## src/rtl/ccl_code_table_if.sv

```systemverilog
// rtl/ccl_code_table_if.sv - header-byte write port and packed CCL result bus
interface ccl_code_table_if #(
  parameter int N_ENT = 4,
  parameter int CW    = 16
) ();
  logic                  winc;
  logic [7:0]            hdr_byte;
  logic                  CCL_rdy;
  logic [N_ENT*CW-1:0]   CCL_code_sq;
  logic [N_ENT*4-1:0]    CCL_count_sq;

  modport master (
    output winc, hdr_byte,
    input  CCL_rdy, CCL_code_sq, CCL_count_sq
  );

  modport slave (
    input  winc, hdr_byte,
    output CCL_rdy, CCL_code_sq, CCL_count_sq
  );
endinterface

```

## src/rtl/ccl_code_table.sv

```systemverilog
// rtl/ccl_code_table.sv - Code-Count-List builder (canonical first-codes); CCL_SAT_EN selects saturation
module ccl_code_table #(
  parameter int N_ENT = 4,
  parameter int CW    = 16
) (
  input logic              clk,
  input logic              rst_n,
  ccl_code_table_if.slave  bus
);
  localparam int IW = (N_ENT > 1) ? $clog2(N_ENT) : 1;

  logic [IW-1:0]          idx;
  logic [CW-1:0]          code_run;
  logic [3:0]             cnt_prev;
  logic [3:0]             len_prev;
  logic [N_ENT*CW-1:0]    code_sh;
  logic [N_ENT*4-1:0]     cnt_sh;

  logic [3:0]             len_new;
  logic [3:0]             cnt_new;
  logic [3:0]             shamt;
  logic [CW-1:0]          c_calc;
  logic [CW-1:0]          c_new;
  logic [N_ENT*CW-1:0]    code_nxt;
  logic [N_ENT*4-1:0]     cnt_nxt;
  logic                   last;
`ifdef CCL_SAT_EN
  logic [CW:0]            sum;
  logic [2*CW-1:0]        wide;
`endif

  assign len_new = bus.hdr_byte[7:4];
  assign cnt_new = bus.hdr_byte[3:0];
  assign last    = (idx == IW'(N_ENT-1));

  // Next first-code from the running code, previous count and wrapped length delta
  always_comb begin
    shamt = len_new - len_prev;
`ifdef CCL_SAT_EN
    sum    = {1'b0, code_run} + {{(CW-3){1'b0}}, cnt_prev};
    wide   = {{(CW-1){1'b0}}, sum} << shamt;
    c_calc = (|wide[2*CW-1:CW]) ? {CW{1'b1}} : wide[CW-1:0];
`else
    c_calc = (code_run + {{(CW-4){1'b0}}, cnt_prev}) << shamt;
`endif
    c_new = (idx == '0) ? '0 : c_calc;
  end

  // Shadow lists with the incoming entry dropped into its slot (entry 0 in MSBs)
  always_comb begin
    code_nxt = code_sh;
    cnt_nxt  = cnt_sh;
    for (int k = 0; k < N_ENT; k++) begin
      if (idx == IW'(k)) begin
        code_nxt[(N_ENT-1-k)*CW +: CW] = c_new;
        cnt_nxt[(N_ENT-1-k)*4 +: 4]    = cnt_new;
      end
    end
  end

  // Per-byte state: entry index, recurrence history and shadow lists
  always_ff @(posedge clk or negedge rst_n) begin
    if (!rst_n) begin
      idx      <= '0;
      code_run <= '0;
      cnt_prev <= '0;
      len_prev <= '0;
      code_sh  <= '0;
      cnt_sh   <= '0;
    end else if (bus.winc) begin
      idx      <= last ? '0 : idx + 1'b1;
      code_run <= c_new;
      cnt_prev <= cnt_new;
      len_prev <= len_new;
      code_sh  <= code_nxt;
      cnt_sh   <= cnt_nxt;
    end
  end

  // Published packet: loads on the last byte, ready drops on the next accepted byte
  always_ff @(posedge clk or negedge rst_n) begin
    if (!rst_n) begin
      bus.CCL_rdy      <= 1'b0;
      bus.CCL_code_sq  <= '0;
      bus.CCL_count_sq <= '0;
    end else if (bus.winc) begin
      bus.CCL_rdy <= last;
      if (last) begin
        bus.CCL_code_sq  <= code_nxt;
        bus.CCL_count_sq <= cnt_nxt;
      end
    end
  end
endmodule

```

## src/flat_wrapper.sv

```systemverilog
// flat-port wrapper written by rule: the top's interface ports become plain ports
module ccl_code_table_flat 
#(
  parameter int N_ENT = 4,
  parameter int CW    = 16
)
  (clk, rst_n, bus_winc, bus_hdr_byte, bus_CCL_rdy, bus_CCL_code_sq, bus_CCL_count_sq);
  ccl_code_table_if #(.N_ENT(N_ENT), .CW(CW)) bus_i ();
  input logic clk;
  input logic rst_n;
  input wire logic [$bits(bus_i.winc)-1:0] bus_winc;
  input wire logic [$bits(bus_i.hdr_byte)-1:0] bus_hdr_byte;
  output wire logic [$bits(bus_i.CCL_rdy)-1:0] bus_CCL_rdy;
  output wire logic [$bits(bus_i.CCL_code_sq)-1:0] bus_CCL_code_sq;
  output wire logic [$bits(bus_i.CCL_count_sq)-1:0] bus_CCL_count_sq;
  assign bus_i.winc = bus_winc;
  assign bus_i.hdr_byte = bus_hdr_byte;
  assign bus_CCL_rdy = bus_i.CCL_rdy;
  assign bus_CCL_code_sq = bus_i.CCL_code_sq;
  assign bus_CCL_count_sq = bus_i.CCL_count_sq;
  ccl_code_table #(.N_ENT(N_ENT), .CW(CW)) u_core (.clk(clk), .rst_n(rst_n), .bus(bus_i));
endmodule
```

## config.mk

```make
export PLATFORM = sky130hd
export DESIGN_NAME = ccl_code_table_flat
export DESIGN_NICKNAME = d
export VERILOG_FILES = /design/src/rtl/ccl_code_table_if.sv /design/src/rtl/ccl_code_table.sv /design/src/flat_wrapper.sv
export SDC_FILE = /design/constraint.sdc
export NUM_CORES = 1
export LEC_CHECK = 0
export CORE_UTILIZATION = 33
export CTS_CLUSTER_DIAMETER = 60
export CTS_CLUSTER_SIZE = 30
export DETAILED_ROUTE_END_ITERATION = 10
export DONT_BUFFER_PORTS = 1
export GPL_ROUTABILITY_DRIVEN = 0
export PLACE_DENSITY = 0.54
export SYNTH_ARGS = -nofsm -noshare
export SYNTH_HDL_FRONTEND = slang
export SYNTH_SLANG_ARGS = --single-unit
export TNS_END_PERCENT = 1
```

## constraint.sdc

```tcl
create_clock -name clk -period 5.7 [get_ports clk]
set_input_delay 0.285 -clock clk [delete_from_list [all_inputs] [get_ports clk]]
set_output_delay 0.285 -clock clk [all_outputs]
set_load 0.1 [all_outputs]
```

==> impl_metrics.ini <==
[run]
drv_cap = 0

[global_routing]
grtUsageMet2_pct = 28.2
grt.busiest_layer = met2
grt_pass1_vias = 6234
grt_pass1_wl_mm = 36.4
grt_util_met1_pct = 24.4
use_met3_pct = 4.70
antenna_found_initial = 0
grt_use_total_pct = 18.0
grt_max_degree = 168
grt-ovfl-total = 0

[sta]
maxSlewHeadroom_pct = 21.2
final_max_slew_viol_count = 0
fin_tns_setup_ns = 0
fin_crit_sh_pct = 69.5
setup_viol = 0
rsz0062_at_grt = no
finalHoldViolCount = 0
max_freq_mhz = 252
min_period_ns = 3.96
max_slew.worst_pin.slew_ns = 1.18
finalClockSkew_ns = 0.0106

[clocking]
clk-insertion-delay-late_ns = 0.44
clock_sinks = 167
cts.repair.resized = 0
cts_tree = yes
cts_hold_buf = 13
cts_buffer_depth = 2
clkTransAtPathRegs_ns = 0.07
post_cts_buffers = 0
root_buffer = clkbuf_16
numCtsBuffers = 17
htree_levels = 4

[worst_setup_path]
critPathSlowestCell = ha_1
crit_chain = ha_1 -> clkinv_1 -> nor4_1 -> a221o_1 -> o21ai_0 -> and3_1 -> o32a_4 -> a21oi_2 -> dlygate4sd3_1
timing.rr.start = u_core.len_prev[0]
r2r_cells = 9
cp_max_fo = 28
critPathBufInv = 2
critical_path.top_delay_family = buffers and inverters
critPathRequiredTime_ns = 6.07
reg2reg_slack_ns = 1.74
path_class = flip-flop to flip-flop
crit_start = u_core.len_prev[0]
cpPeakStageDelay_ns = 0.88
endpoint = u_core.code_run[9]
startpoint_type = flip-flop
r2r-end = u_core.code_run[9]
critical_path_arrival_ns = 4.33
critical_path.endpoint_type = flip-flop
crit_cells = 9

[pwr]
p_leak_uw = 0.00406
vdd_drop_max_mv = 0.337
power_density_nw_per_um2 = 603

[layout]
final_cell_mix = dfrtp_1 (167), nand2_1 (161), o21ai_0 (61)
diodes = 0
mostFrequentLayoutCell = dfrtp_1
multiInputGateArea_um2 = 3930
fillers = 2497
layout.nets = 854
layout-drive-gt1-share_pct = 12.5
seq_area_um2 = 4180
syn_to_final_growth_pct = 11.2
final_util_pct = 37.4

[drt]
drt-initial-drc-count = 436
ant_nets = 0
vias = 6307
drcViolationCount = 0
routed_wl_mm = 22.6
vias_per_cell = 5.38
wl_per_cell_um = 19.2
dr.pass1.iters = 7

[yosys]
synthArstFlopShare_pct = 100
syn_area_per_cell_um2 = 9.87
syn-instance-count = 857
synth_edf_count = 0
synth_top_family_by_area = simple AND/OR/NAND/NOR gates
ys.flop_type = dfrtp_1
ys_warn_count = 0
yosys.area_share.simple_pct = 18.3
synthAdderAreaFrac_pct = 2.10
synth_fp_nets = 881
synth_mux_area_share_pct = 8.50
synth_seq_cells = 167
yosysUniqueCellTypes = 80
yosysSeqAreaShare_pct = 49.4
synth_xor_area_share_pct = 0.725
synth.cell_area_um2 = 8460
synth_compound_area_share_pct = 16.7

[min_path]
hold_path.class = input pin to flip-flop

[floorplanning]
fp.dieH_um = 162
core_region_area_um2 = 25200
io_pins = 92
die_x_um = 162
rows = 58
initial_core_util_pct = 33.6
dieArea_um2 = 26300

[run_status]
outcome = complete, no violations

[placement]
hpwl_mm = 14.5
port_buffers = 0
-- how the worst min path moves through the flow --
stage                          startpoint                         end  slack, ns  cells after the start
after floorplan                     rst_n   u_core.bus.CCL_code_sq[0]      -0.01                      0
after global routing      bus_hdr_byte[0]          u_core.cnt_prev[0]      0.002                      1
after global placement              rst_n  u_core.bus.CCL_code_sq[61]     -0.007                      0
after CTS                 bus_hdr_byte[2]          u_core.cnt_prev[2]     0.0006                      1
after detailed placement            rst_n  u_core.bus.CCL_code_sq[61]     -0.008                      0
final                     bus_hdr_byte[0]          u_core.cnt_prev[0]       0.02                      1
-- synthesized netlist by cell type, types with 9 or more instances --
master | number | area, um^2
nand3_1 | 14 | 70.1
ha_1 | 11 | 138
nor2_1 | 28 | 105
mux2i_1 | 28 | 280
and2_1 | 18 | 113
a21oi_1 | 35 | 175
o21ai_0 | 61 | 305
nand2_1 | 162 | 608
nand3b_1 | 23 | 173
nor3b_1 | 19 | 143
a31oi_1 | 9 | 56.3
nor3_1 | 10 | 50.1
o21ai_1 | 11 | 55.1
dfrtp_1 | 167 | 4180
buf_1 | 10 | 37.5
o31ai_1 | 12 | 90.1
buf_2 | 11 | 55.1
mux2_2 | 35 | 394
clkbuf_1 | 45 | 169
inv_1 | 17 | 63.8
-- sequential cells by signal, summed over array words and instances, names as in the netlist, 2 cells and up --
signal	count
u_core.bus.CCL_code_sq	64
u_core.bus.CCL_count_sq	16
u_core.cnt_prev	4
u_core.cnt_sh	12
u_core.code_run	16
u_core.code_sh	48
u_core.idx	2
u_core.len_prev	4
-- layer usage --
metal | vias up | wire length, um
li1 | 3005 | -
met1 | 3126 | 10400
met2 | 157 | 10400
met3 | 19 | 1450
met4 | 0 | 244
met5 | - | 0
-- power breakdown --
group | internal [uW] | leakage [uW] | total [uW] | switching, uW
Clock | 622 | 0.000284 | 1160 | 536
Sequential | 1500 | 0.00220 | 3130 | 1620
Combinational | 542 | 0.00158 | 1390 | 851
-- cell families (layout without fill, tap and decap cells) --
group,after synthesis,count (layout)
xor+xnor,7,7
fa+ha+maj,13,13
buf+inv,88,74
flops,167,167
compound gates,202,202
mux,66,66
simple gates,314,314
-- area by class of cell --
type | instances | share of cell area (%)
Inverter | 19 | 0.758
Sequential cell | 167 | 44.4
Tap cell | 330 | 4.39
Clock buffer | 17 | 4.52
Multi-Input combinational cell | 602 | 41.8
Clock inverter | 15 | 1.72
Timing Repair Buffer | 23 | 2.39
-- metrics by stage --
stage          instance area [um^2]  power (uW)  setup slack, ns  instances  hold WS, ns
6_report                       9410        5680             1.74       1173       0.0198
5_1_grt                        9410        5970             1.50       1173      0.00237
4_1_cts                        9400        5710             1.78       1172     0.000640
3_5_place_dp                   8660        4510             2.28       1127     -0.00753
3_3_place_gp                   8660        4490             2.36       1127     -0.00658
2_1_floorplan                  8460        4130             2.78        857      -0.0106
No activity file was read; power rests on OpenSTA's default activity.
